[config.mk]
export PLATFORM = sky130hd
export DESIGN_NAME = sd_cmd_arbiter_flat
export DESIGN_NICKNAME = d
export VERILOG_FILES = /design/src/rtl/sd_pkg.sv /design/src/rtl/sd_cmd_arbiter_if.sv /design/src/rtl/rr_pick.sv /design/src/rtl/sd_cmd_arbiter.sv /design/src/flat_wrapper.sv
export SDC_FILE = /design/constraint.sdc
export NUM_CORES = 1
export LEC_CHECK = 0
export ABC_AREA = 0
export CAP_MARGIN = 25
export CORE_MARGIN = 5
export CORE_UTILIZATION = 52
export CTS_CLUSTER_DIAMETER = 30
export CTS_CLUSTER_SIZE = 10
export DETAILED_ROUTE_END_ITERATION = 7
export GPL_TIMING_DRIVEN = 0
export PLACE_DENSITY_LB_ADDON = 0.1
export SYNTH_ARGS = -nofsm -noshare
export SYNTH_HDL_FRONTEND = slang
export SYNTH_HIERARCHICAL = 1
export SYNTH_SLANG_ARGS = --single-unit
[constraint.sdc]
create_clock -name clk -period 5.6 [get_ports clk]
set_input_delay 1.12 -clock clk [delete_from_list [all_inputs] [get_ports clk]]
set_output_delay 1.12 -clock clk [all_outputs]
set_load 0.1 [all_outputs]
[src/rtl/sd_pkg.sv]
// sd_pkg
//  Shared definitions for the SD command arbiter slice: command indices,
//  the completion error code, the arbiter FSM state encoding and a helper
//  for the SDSC byte-address range check.
package sd_pkg;

   localparam logic [5:0] CMD_READ_SINGLE  = 6'd17;
   localparam logic [5:0] CMD_WRITE_SINGLE = 6'd24;

   // R1 value reported when no command reached the card
   localparam logic [7:0] R1_NONE = 8'hFF;

   typedef enum logic [1:0] {
      OK      = 2'd0,
      R1_ERR  = 2'd1,
      TIMEOUT = 2'd2,
      RANGE   = 2'd3
   } sd_err_t;

   typedef enum logic [2:0] {
      ST_IDLE  = 3'd0,
      ST_ARB   = 3'd1,
      ST_CHECK = 3'd2,
      ST_ISSUE = 3'd3,
      ST_WAIT  = 3'd4,
      ST_ACK   = 3'd5
   } arb_state_t;

   // SDSC cards take a byte address: sector << 9 must fit in 32 bits,
   // so any sector at or above 2^23 cannot be addressed.
   function automatic logic sdsc_out_of_range(input logic [31:0] sector);
      return |sector[31:23];
   endfunction

endpackage

[src/rtl/sd_cmd_arbiter_if.sv]
// sd_cmd_arbiter_if
//  Bundles the requester side and the engine side of the SD command arbiter.
//  Ports (per signal):
//   req/req_write/req_sector  requester -> arbiter, level request + block info
//   grant/ack/rsp_r1/rsp_err  arbiter -> requester, grant window + completion
//   card_ready/card_ccs       engine -> arbiter, card status
//   eng_start/eng_cmd_idx/eng_arg  arbiter -> engine, command launch
//   eng_busy/eng_done/eng_r1  engine -> arbiter, command progress + R1
//  Modports: slave = arbiter view, master = requesters/engine view.
interface sd_cmd_arbiter_if #(
   parameter int NUM_REQ = 3
);
   import sd_pkg::*;

   logic [NUM_REQ-1:0]    req;
   logic [NUM_REQ-1:0]    req_write;
   logic [NUM_REQ*32-1:0] req_sector;
   logic [NUM_REQ-1:0]    grant;
   logic [NUM_REQ-1:0]    ack;
   logic [7:0]            rsp_r1;
   sd_err_t               rsp_err;
   logic                  card_ready;
   logic                  card_ccs;
   logic                  eng_start;
   logic [5:0]            eng_cmd_idx;
   logic [31:0]           eng_arg;
   logic                  eng_busy;
   logic                  eng_done;
   logic [7:0]            eng_r1;

   modport slave (
      input  req, req_write, req_sector, card_ready, card_ccs,
             eng_busy, eng_done, eng_r1,
      output grant, ack, rsp_r1, rsp_err, eng_start, eng_cmd_idx, eng_arg
   );

   modport master (
      output req, req_write, req_sector, card_ready, card_ccs,
             eng_busy, eng_done, eng_r1,
      input  grant, ack, rsp_r1, rsp_err, eng_start, eng_cmd_idx, eng_arg
   );

endinterface

[src/rtl/rr_pick.sv]
// rr_pick
//  Combinational round-robin picker: returns the first set request at or
//  after ptr, wrapping at N-1 -> 0.
//  Ports:
//   req    in  N    request vector
//   ptr    in  PW   highest-priority index (must be < N)
//   onehot out N    one-hot of the chosen request (0 when none)
//   idx    out PW   index of the chosen request
//   valid  out 1    some request was set
module rr_pick #(
   parameter int N  = 3,
   parameter int PW = (N > 1) ? $clog2(N) : 1
) (
   input  logic [N-1:0]  req,
   input  logic [PW-1:0] ptr,
   output logic [N-1:0]  onehot,
   output logic [PW-1:0] idx,
   output logic          valid
);

   // pos[k] = (ptr + k) mod N, i.e. the candidate examined at priority k
   logic [PW-1:0] pos [N];

   genvar gi;
   generate
      for (gi = 0; gi < N; gi++) begin : g_pos
         logic [PW:0] sum;
         assign sum     = {1'b0, ptr} + (PW+1)'(gi);
         assign pos[gi] = (sum >= (PW+1)'(N)) ? PW'(sum - (PW+1)'(N)) : PW'(sum);
      end
   endgenerate

   always_comb begin
      valid  = 1'b0;
      idx    = '0;
      for (int k = 0; k < N; k++) begin
         if (!valid && req[pos[k]]) begin
            valid = 1'b1;
            idx   = pos[k];
         end
      end
      onehot = valid ? (N'(1) << idx) : '0;
   end

endmodule

[src/rtl/sd_cmd_arbiter.sv]
// sd_cmd_arbiter
//  Shares one SD SPI command engine between NUM_REQ block requesters with
//  round-robin arbitration, one transaction in flight. Chooses CMD17/CMD24,
//  converts the sector to a byte address for SDSC cards, range-checks it,
//  and guards every engine command with a watchdog.
//  Ports:
//   clk    in  system clock
//   rst_n  in  asynchronous active-low reset
//   bus    sd_cmd_arbiter_if.slave: requester handshake + engine handshake
//  Parameters:
//   NUM_REQ      number of requesters (2..8)
//   TIMEOUT_CYC  cycles from eng_start to eng_done before the command is abandoned
module sd_cmd_arbiter
   import sd_pkg::*;
#(
   parameter int NUM_REQ     = 3,
   parameter int TIMEOUT_CYC = 2000000
) (
   input logic              clk,
   input logic              rst_n,
   sd_cmd_arbiter_if.slave  bus
);

   localparam int PW   = (NUM_REQ > 1) ? $clog2(NUM_REQ) : 1;
   localparam int WD_W = $clog2(TIMEOUT_CYC);

   arb_state_t          state_reg;
   logic [NUM_REQ-1:0]  grant_reg;
   logic [NUM_REQ-1:0]  ack_reg;
   logic [PW-1:0]       rr_ptr_reg;
   logic [PW-1:0]       gidx_reg;
   logic [31:0]         sector_reg;
   logic                write_reg;
   logic [7:0]          rsp_r1_reg;
   sd_err_t             rsp_err_reg;
   logic                eng_start_reg;
   logic [5:0]          eng_cmd_idx_reg;
   logic [31:0]         eng_arg_reg;
   logic [WD_W-1:0]     wd_reg;

   logic [NUM_REQ-1:0]  pick_onehot;
   logic [PW-1:0]       pick_idx;
   logic                pick_valid;
   logic [PW-1:0]       rr_ptr_next;

   rr_pick #(
      .N  (NUM_REQ),
      .PW (PW)
   ) u_rr_pick (
      .req    (bus.req),
      .ptr    (rr_ptr_reg),
      .onehot (pick_onehot),
      .idx    (pick_idx),
      .valid  (pick_valid)
   );

   assign rr_ptr_next = (gidx_reg == PW'(NUM_REQ-1)) ? '0 : gidx_reg + PW'(1);

   always_ff @(posedge clk or negedge rst_n) begin
      if (!rst_n) begin
         state_reg       <= ST_IDLE;
         grant_reg       <= '0;
         ack_reg         <= '0;
         rr_ptr_reg      <= '0;
         gidx_reg        <= '0;
         sector_reg      <= '0;
         write_reg       <= 1'b0;
         rsp_r1_reg      <= R1_NONE;
         rsp_err_reg     <= OK;
         eng_start_reg   <= 1'b0;
         eng_cmd_idx_reg <= '0;
         eng_arg_reg     <= '0;
         wd_reg          <= '0;
      end else begin
         eng_start_reg <= 1'b0;
         ack_reg       <= '0;

         // Card lost mid-transaction: finish the granted requester with a timeout
         // code rather than leaving it hanging on a command that cannot complete.
         if (!bus.card_ready &&
             (state_reg == ST_CHECK || state_reg == ST_ISSUE || state_reg == ST_WAIT)) begin
            rsp_err_reg <= TIMEOUT;
            rsp_r1_reg  <= R1_NONE;
            ack_reg     <= grant_reg;
            state_reg   <= ST_ACK;
         end else begin
            case (state_reg)
               ST_IDLE: begin
                  if (bus.card_ready && |bus.req) state_reg <= ST_ARB;
               end

               ST_ARB: begin
                  if (pick_valid) begin
                     grant_reg  <= pick_onehot;
                     gidx_reg   <= pick_idx;
                     sector_reg <= bus.req_sector[32*int'(pick_idx) +: 32];
                     write_reg  <= bus.req_write[pick_idx];
                     if (!bus.card_ready) begin
                        rsp_err_reg <= TIMEOUT;
                        rsp_r1_reg  <= R1_NONE;
                        ack_reg     <= pick_onehot;
                        state_reg   <= ST_ACK;
                     end else begin
                        state_reg <= ST_CHECK;
                     end
                  end else begin
                     // request withdrawn between IDLE and ARB
                     state_reg <= ST_IDLE;
                  end
               end

               ST_CHECK: begin
                  if (!bus.card_ccs && sdsc_out_of_range(sector_reg)) begin
                     rsp_err_reg <= RANGE;
                     rsp_r1_reg  <= R1_NONE;
                     ack_reg     <= grant_reg;
                     state_reg   <= ST_ACK;
                  end else begin
                     // range check above guarantees the shift loses no set bits
                     eng_arg_reg     <= bus.card_ccs ? sector_reg : {sector_reg[22:0], 9'd0};
                     eng_cmd_idx_reg <= write_reg ? CMD_WRITE_SINGLE : CMD_READ_SINGLE;
                     // launch straight away when the engine is free so that
                     // req-to-eng_start stays at three cycles
                     if (!bus.eng_busy) begin
                        eng_start_reg <= 1'b1;
                        wd_reg        <= '0;
                        state_reg     <= ST_WAIT;
                     end else begin
                        state_reg <= ST_ISSUE;
                     end
                  end
               end

               ST_ISSUE: begin
                  if (!bus.eng_busy) begin
                     eng_start_reg <= 1'b1;
                     wd_reg        <= '0;
                     state_reg     <= ST_WAIT;
                  end
               end

               ST_WAIT: begin
                  if (bus.eng_done) begin
                     rsp_r1_reg  <= bus.eng_r1;
                     rsp_err_reg <= (bus.eng_r1 != 8'h00) ? R1_ERR : OK;
                     ack_reg     <= grant_reg;
                     state_reg   <= ST_ACK;
                  end else if (wd_reg == WD_W'(TIMEOUT_CYC-1)) begin
                     rsp_err_reg <= TIMEOUT;
                     rsp_r1_reg  <= R1_NONE;
                     ack_reg     <= grant_reg;
                     state_reg   <= ST_ACK;
                  end else begin
                     wd_reg <= wd_reg + WD_W'(1);
                  end
               end

               ST_ACK: begin
                  grant_reg  <= '0;
                  rr_ptr_reg <= rr_ptr_next;
                  state_reg  <= ST_IDLE;
               end

               default: state_reg <= ST_IDLE;
            endcase
         end
      end
   end

   assign bus.grant       = grant_reg;
   assign bus.ack         = ack_reg;
   assign bus.rsp_r1      = rsp_r1_reg;
   assign bus.rsp_err     = rsp_err_reg;
   assign bus.eng_start   = eng_start_reg;
   assign bus.eng_cmd_idx = eng_cmd_idx_reg;
   assign bus.eng_arg     = eng_arg_reg;

endmodule

[src/flat_wrapper.sv]
// flat-port wrapper written by rule: the top's interface ports become plain ports
module sd_cmd_arbiter_flat import sd_pkg::*;
#(
   parameter int NUM_REQ     = 3,
   parameter int TIMEOUT_CYC = 2000000
)
  (clk, rst_n, bus_req, bus_req_write, bus_req_sector, bus_card_ready, bus_card_ccs, bus_eng_busy, bus_eng_done, bus_eng_r1, bus_grant, bus_ack, bus_rsp_r1, bus_rsp_err, bus_eng_start, bus_eng_cmd_idx, bus_eng_arg);
  sd_cmd_arbiter_if #(.NUM_REQ(NUM_REQ)) bus_i ();
  input logic clk;
  input logic rst_n;
  input wire logic [$bits(bus_i.req)-1:0] bus_req;
  input wire logic [$bits(bus_i.req_write)-1:0] bus_req_write;
  input wire logic [$bits(bus_i.req_sector)-1:0] bus_req_sector;
  input wire logic [$bits(bus_i.card_ready)-1:0] bus_card_ready;
  input wire logic [$bits(bus_i.card_ccs)-1:0] bus_card_ccs;
  input wire logic [$bits(bus_i.eng_busy)-1:0] bus_eng_busy;
  input wire logic [$bits(bus_i.eng_done)-1:0] bus_eng_done;
  input wire logic [$bits(bus_i.eng_r1)-1:0] bus_eng_r1;
  output wire logic [$bits(bus_i.grant)-1:0] bus_grant;
  output wire logic [$bits(bus_i.ack)-1:0] bus_ack;
  output wire logic [$bits(bus_i.rsp_r1)-1:0] bus_rsp_r1;
  output wire logic [$bits(bus_i.rsp_err)-1:0] bus_rsp_err;
  output wire logic [$bits(bus_i.eng_start)-1:0] bus_eng_start;
  output wire logic [$bits(bus_i.eng_cmd_idx)-1:0] bus_eng_cmd_idx;
  output wire logic [$bits(bus_i.eng_arg)-1:0] bus_eng_arg;
  assign bus_i.req = bus_req;
  assign bus_i.req_write = bus_req_write;
  assign bus_i.req_sector = bus_req_sector;
  assign bus_i.card_ready = bus_card_ready;
  assign bus_i.card_ccs = bus_card_ccs;
  assign bus_i.eng_busy = bus_eng_busy;
  assign bus_i.eng_done = bus_eng_done;
  assign bus_i.eng_r1 = bus_eng_r1;
  assign bus_grant = bus_i.grant;
  assign bus_ack = bus_i.ack;
  assign bus_rsp_r1 = bus_i.rsp_r1;
  assign bus_rsp_err = bus_i.rsp_err;
  assign bus_eng_start = bus_i.eng_start;
  assign bus_eng_cmd_idx = bus_i.eng_cmd_idx;
  assign bus_eng_arg = bus_i.eng_arg;
  sd_cmd_arbiter #(.NUM_REQ(NUM_REQ), .TIMEOUT_CYC(TIMEOUT_CYC)) u_core (.clk(clk), .rst_n(rst_n), .bus(bus_i));
endmodule
# Word-level counts from Yosys, hierarchy flattened
# Index checks and enable logic that the tools add are counted.
[op_classes] n_lt_le_gt_ge=7 addsub=7 bitwise=2 muxes=63 shifts=2 reduce_logical=25 eq_ne=17
[ops] op="96-bit by 8-bit indexed part select with 32-bit output" n=1
[ops] op="21-bit two-way mux" n=4
[ops] op="21-bit one-hot mux with 3 select lines" n=1
[ops] op="3-bit two-way mux" n=16
[ops] op="8-bit two-way mux" n=6
[ops] op="32-bit two-way mux" n=1
[ops] op="2-bit two-way mux" n=13
[ops] op="8-bit one-hot mux with 3 select lines" n=1
[ops] op="21-bit by 1-bit adder with 21-bit output (second input constant)" n=1
[ops] op="21-bit == test (second input constant)" n=1
[ops] op="3-bit one-hot mux with 5 select lines" n=1
[ops] op="2-bit by 3-bit < comparator with 1-bit output (second input constant)" n=4
[ops] op="3-bit AND reduction" n=4
[ops] op="1-bit two-way mux" n=11
[ops] op="5-bit AND reduction" n=2
[ops] op="3-bit one-hot mux with 3 select lines" n=1
[ops] op="9-bit OR reduction" n=1
[ops] op="1-bit binary-select mux with 2-bit select" n=4
[ops] op="8-bit nonzero test" n=1
[ops] op="3-bit by 2-bit == test with 1-bit output (second input constant)" n=2
[ops] op="3-bit == test (second input constant)" n=2
[ops] op="3-bit by 2-bit >= comparator with 1-bit output (second input constant)" n=2
[ops] op="2-bit inequality test (second input constant)" n=3
[ops] op="3-bit by 1-bit inequality test with 1-bit output (second input constant)" n=2
[ops] op="other kinds (26)" n=38
[totals] register_bits=116 wordCells=136 in_bits=116 out_inout_bits=55

# Depth between registers and ports, before layout
[depth] ltp_word=16 ltp_mapped=12 depth_no_buf=10

# Modules after synthesis
# Netlist, hierarchy kept.
[modules_own_cells] mod="sd_cmd_arbiter" area_per_inst_um2=5688.0 cells_per_inst=615 n_inst=1
[modules_own_cells] mod="rr_pick" area_per_inst_um2=271.5 cells_per_inst=38 n_inst=1

# Worst setup path before layout
# No wires, ideal clock.
[synth_timing] path_type="input-to-reg" start="input bus_req[2]" end="register u_core.sector_reg[10]" arrival_ps=2983 slack_ps=2480 stages=8 required_ps=5463 setup_ps=137 cell_sequence="inv_1 -> nor3b_1 -> or3_1 -> buf_1 -> nor3b_1 -> buf_2 -> buf_1 -> a21oi_1"
[synth_via] elab_chain_len=10 elab_cells_between_ends=18 cone_classes="1 x shift; 12 x mux; 5 x reduce/logical"
[synth_lines] item="from (decl)" line="flat_wrapper.sv:11" rtl="input wire logic [$bits(bus_i.req)-1:0] bus_req;"
[synth_lines] item="1-bit binary-select mux with 2-bit select" line="rr_pick.sv:37" rtl="if (!valid && req[pos[k]]) begin"
[synth_lines] item="1-bit two-way mux (implied by the code)" line="rr_pick.sv:37"
[synth_lines] item="1-bit two-way mux" line="rr_pick.sv:37"
[synth_lines] item="1-bit logical NOT" line="rr_pick.sv:37"
[synth_lines] item="1-bit logical AND" line="rr_pick.sv:37"
[synth_lines] item="1-bit two-way mux" line="rr_pick.sv:37"
[synth_lines] item="1-bit logical NOT" line="rr_pick.sv:37"
[synth_lines] item="1-bit logical AND" line="rr_pick.sv:37"
[synth_lines] item="1-bit two-way mux (*)" line="rr_pick.sv:37"
[synth_lines] item="via u_core.pick_valid" line="sd_cmd_arbiter.sv:43" rtl="logic pick_valid;"
[synth_lines] item="3-bit AND reduction (no line) (*)"
[synth_lines] item="to (signal assigned)" line="sd_cmd_arbiter.sv:96" rtl="sector_reg <= bus.req_sector[32*int'(pick_idx) +: 32];"
[synth_lines] item="to (decl)" line="sd_cmd_arbiter.sv:32" rtl="logic [31:0] sector_reg;"
# Mark *: on every way through the listed nets, which the timed path passes. The rest lies on a longest branch. The select of a mux whose other input is x is not followed.
# A chain may end at the register's enable or synchronous reset.

# Worst setup path after layout
[layout_timing] start="input bus_req[1]" end="register u_core.sector_reg[30]"
# The elaborated chain is that of the path after synthesis.

==> flow_summary.yaml <==
routing:
  detailroute.via_count: 5636
  wl_per_cell_um: 17.19
  remaining_drc_errors: 0
  via_per_instance_ratio: 5.653
  wl_um: 17140
  drt.antenna.violating_nets: 0
  drt_first_iter_violations: 427
  drt_first_pass_iters: 5
final_layout:
  fillers: 803
  nets: 961
  layout_common_cells: "sky130_fd_sc_hd__clkdlybuf4s50_1, sky130_fd_sc_hd__dfrtp_1, sky130_fd_sc_hd__nor2_1"
  antenna-diode-count: 0
  final_common_cell: "sky130_fd_sc_hd__clkdlybuf4s50_1"
  final_layout_size_suffix_gt1_share_pct: 7.260
  area_growth_syn_to_fin_pct: 41.09
placed_design:
  post-dp-hpwl_um: 12590
  io_buffer_count: 165
  final_wtd_congestion: 0.8694
timing:
  finalSetupTns_ns: 0
  tightestPinTransition_ns: 1.030
  period_needed_ns: 4.005
  final_max_slew_viol_count: 0
  grt_setup_unrepaired: "false"
  fmaxAchievable_mhz: 249.7
  final.hold.worst_slack_ns: 0.4683
  finalHoldViolations: 0
  fin_crit_sh_pct: 71.51
  finalClockSkew_ns: 0.009178
  max-slew-margin-rel_pct: 31.11
  final-setup-viol-count: 0
yosys:
  top_area_cell_type_share_of_the_netlist_area_pct: 44.09
  synth_xor_xnor_area_share_pct: 2.204
  synth-adder-area-share_pct: 0.8398
  yosysSeqAreaShare_pct: 47.62
  count_of_cell_types_in_the_netlist: 56
  netlist.top_cell.by_area: "sky130_fd_sc_hd__dfrtp_1"
  synthesis.instances: 653
  syn_avg_cell_area_um2: 9.126
  yosys_register_bits: 113
  yosys_most_used_dff: "sky130_fd_sc_hd__dfrtp_1"
  syn-cell-area_um2: 5959
  main_combinational_cell_family_by_area_after_synthesis: "simple AND/OR/NAND/NOR gates"
  simple_gate_fraction_of_synth_area_pct: 19.29
  postSynth.asyncResetShare_pct: 100.0
  synth.area.mux_share_pct: 11.04
  post_synth_main_area_contributors: "sky130_fd_sc_hd__dfrtp_1, sky130_fd_sc_hd__mux2i_1, sky130_fd_sc_hd__a21oi_1, sky130_fd_sc_hd__nor2_1, sky130_fd_sc_hd__nand2_1"
  synth_edf_count: 0
  synth-compound-area-share_pct: 14.44
  synth-warning-count: 6
floorplan:
  placeableCoreArea_um2: 11320
  die_footprint_um2: 13700
  io_pins: 171
  fp.dieW_um: 117.1
  fp-row-count: 39
  die_y_um: 117.1
  initial_core_util_pct: 52.64
power_and_ir_drop:
  power-per-cell-area_nw_per_um2: 631.7
  worst_voltage_drop_across_the_vdd_grid_mv: 0.4168
  power.leakage_nw: 3.605
cts:
  post_cts.repair.setup_buffers: 0
  cts_resized: 0
  clock_tree.root_cell: "sky130_fd_sc_hd__clkbuf_16"
  hold_bufs_at_cts: 0
  tritoncts: "yes"
  cts_max_path_buffers: 2
  clk-insertion-delay-late_ns: 0.41
  cts_max_level: 4
  numCtsBuffers: 17
  clkSlewWorstSetupHoldPaths_ns: 0.06
  cts.sinks: 113
critical_path:
  crit_path_cell_trace: "clkdlybuf4s50_1 -> mux2i_1 -> o22ai_1 -> or3_1 -> buf_1 -> nor3b_1 -> clkbuf_2 -> buf_2 -> buf_1 -> a21oi_1"
  timing.critical_path.arrival_ns: 4.27
  startpoint_type: "input pin"
  cp_max_fo: 10
  critical-path-top-cell-by-count: "sky130_fd_sc_hd__buf_1"
  slowest_delay_ns: 0.59
  critPathSlowestCell: "sky130_fd_sc_hd__clkdlybuf4s50_1"
  cp-end-kind: "register"
  worst-endpoint-required_ns: 5.86
  cp.buffers_inverters: 5
  dominant_delay_contributor_by_cell_family_on_the_critical_path: "buffers and inverters"
  criticalPathCategory: "input pin to register"
global_routing:
  gr-total-overflow: 0
  antenna_found_initial: 0
  total_routing_usage_gr_pct: 26.28
  grt_pass1_wl_um: 27970
  first_global_vias: 5867
  pin_count_of_the_biggest_net_entering_global_routing: 58
run_status:
  run_status: "completed"
worst_hold_path:
  hold_class: "register to register"
run:
  drv_cap: 0
-- cell type report --
| cell class | instances | area, µm² | area share (%) |
|---|---|---|---|
| repair buffers | 167 | 1682 | 20.00 |
| clock inverters | 14 | 145.1 | 1.726 |
| well taps | 143 | 178.9 | 2.128 |
| plain buffers | 49 | 222.7 | 2.649 |
| multi-input cells | 481 | 2868 | 34.11 |
| inverters | 12 | 45.04 | 0.5357 |
| clock buffers | 18 | 429.2 | 5.104 |
| flip-flops and latches | 113 | 2838 | 33.75 |
-- worst paths after layout --
check,startpoint,end,slack [ns],depth (start not counted)
worst max-delay path,bus_req[1],u_core/sector_reg[30]$_DFFE_PN0P_,1.60,10
worst min-delay path,u_core/bus.eng_arg[6]$_DFFE_PN0P_,u_core/bus.eng_arg[6]$_DFFE_PN0P_,0.47,2
worst max register to register,u_core/rr_ptr_reg[0]$_DFFE_PN0P_,u_core/sector_reg[30]$_DFFE_PN0P_,2.03,12
worst min register to register,u_core/bus.eng_arg[6]$_DFFE_PN0P_,u_core/bus.eng_arg[6]$_DFFE_PN0P_,0.47,2
max in group asynchronous,rst_n,u_core/bus.rsp_r1[7]$_DFFE_PN1P_,4.04,2
min in group asynchronous,rst_n,u_core/bus.ack[1]$_DFF_PN0_,0.78,1
-- cell families (layout without fill, tap and decap cells) --
kind of cell | Yosys count | count (layout)
AO/OA/AOI/OAI | 145 | 145
XOR/XNOR | 15 | 15
adder cells (fa/ha/maj) | 4 | 4
buffers and inverters | 61 | 260
flip-flops | 113 | 113
multiplexers | 65 | 65
other | 1 | 3
AND/OR/NAND/NOR | 249 | 249
-- power breakdown --
group | total, mW | internal (mW) | switching, mW | leakage [nW]
sequential | 1.39 | 1.13 | 0.251 | 1.40
clock | 1.04 | 0.626 | 0.415 | 0.280
combinational | 2.89 | 0.850 | 2.04 | 1.92
total | 5.31 | 2.61 | 2.70 | 3.61
-- worst register-to-register path, stage by stage, from the launching register on --
cell	delay, ns
sky130_fd_sc_hd__dfrtp_1	0.37
sky130_fd_sc_hd__inv_1	0.07
sky130_fd_sc_hd__ha_1	0.31
sky130_fd_sc_hd__buf_6	0.14
sky130_fd_sc_hd__mux2i_1	0.15
sky130_fd_sc_hd__o22ai_1	0.38
sky130_fd_sc_hd__or3_1	0.17
sky130_fd_sc_hd__buf_1	0.29
sky130_fd_sc_hd__nor3b_1	0.49
sky130_fd_sc_hd__clkbuf_2	0.26
sky130_fd_sc_hd__buf_2	0.26
sky130_fd_sc_hd__buf_1	0.42
sky130_fd_sc_hd__a21oi_1	0.12
-- layer usage --
layer | up-vias | track usage, % | wire length (µm)
li1 | 2670 | - | -
met1 | 2690 | 30.61 | 6640
met2 | 242 | 46.04 | 8896
met3 | 34 | 7.198 | 1170
met4 | 0 | 10.32 | 429
met5 | - | 0 | 0
-- synth_stat cells (4+ instances only) --
cell type and n:
sky130_fd_sc_hd__dfstp_2 8, sky130_fd_sc_hd__o32ai_1 5, sky130_fd_sc_hd__nand3_1 18, sky130_fd_sc_hd__nor4b_1 4
sky130_fd_sc_hd__nor3_1 12, sky130_fd_sc_hd__nor2_1 93, sky130_fd_sc_hd__clkbuf_1 33, sky130_fd_sc_hd__or3_1 5
sky130_fd_sc_hd__o21ai_0 33, sky130_fd_sc_hd__ha_1 4, sky130_fd_sc_hd__nor2b_1 7, sky130_fd_sc_hd__a21oi_1 72
sky130_fd_sc_hd__a31oi_1 5, sky130_fd_sc_hd__nor4_1 11, sky130_fd_sc_hd__inv_1 12, sky130_fd_sc_hd__dfrtp_1 105
sky130_fd_sc_hd__nand4_1 7, sky130_fd_sc_hd__mux2i_1 62, sky130_fd_sc_hd__buf_1 6, sky130_fd_sc_hd__nand2_1 69
sky130_fd_sc_hd__and3_1 5, sky130_fd_sc_hd__xnor2_1 14, sky130_fd_sc_hd__nand2b_1 4, sky130_fd_sc_hd__o22a_1 9
-- stage by stage --
stage | utilization [%] | setup slack, ns | cell area (µm²) | total power, mW | cells
5_1_grt | 74.27 | 1.323 | 8408 | 5.606 | 997
6_report | 74.27 | 1.595 | 8408 | 5.312 | 997
2_1_floorplan | - | 2.480 | 5967 | 3.461 | 655
4_1_cts | 74.23 | 1.444 | 8403 | 5.311 | 996
3_3_place_gp | 68.88 | -0.7420 | 7797 | 4.169 | 963
3_5_place_dp | 69.15 | 0.9602 | 7829 | 4.231 | 964
Note: power is estimated with default switching activity, not from simulation.
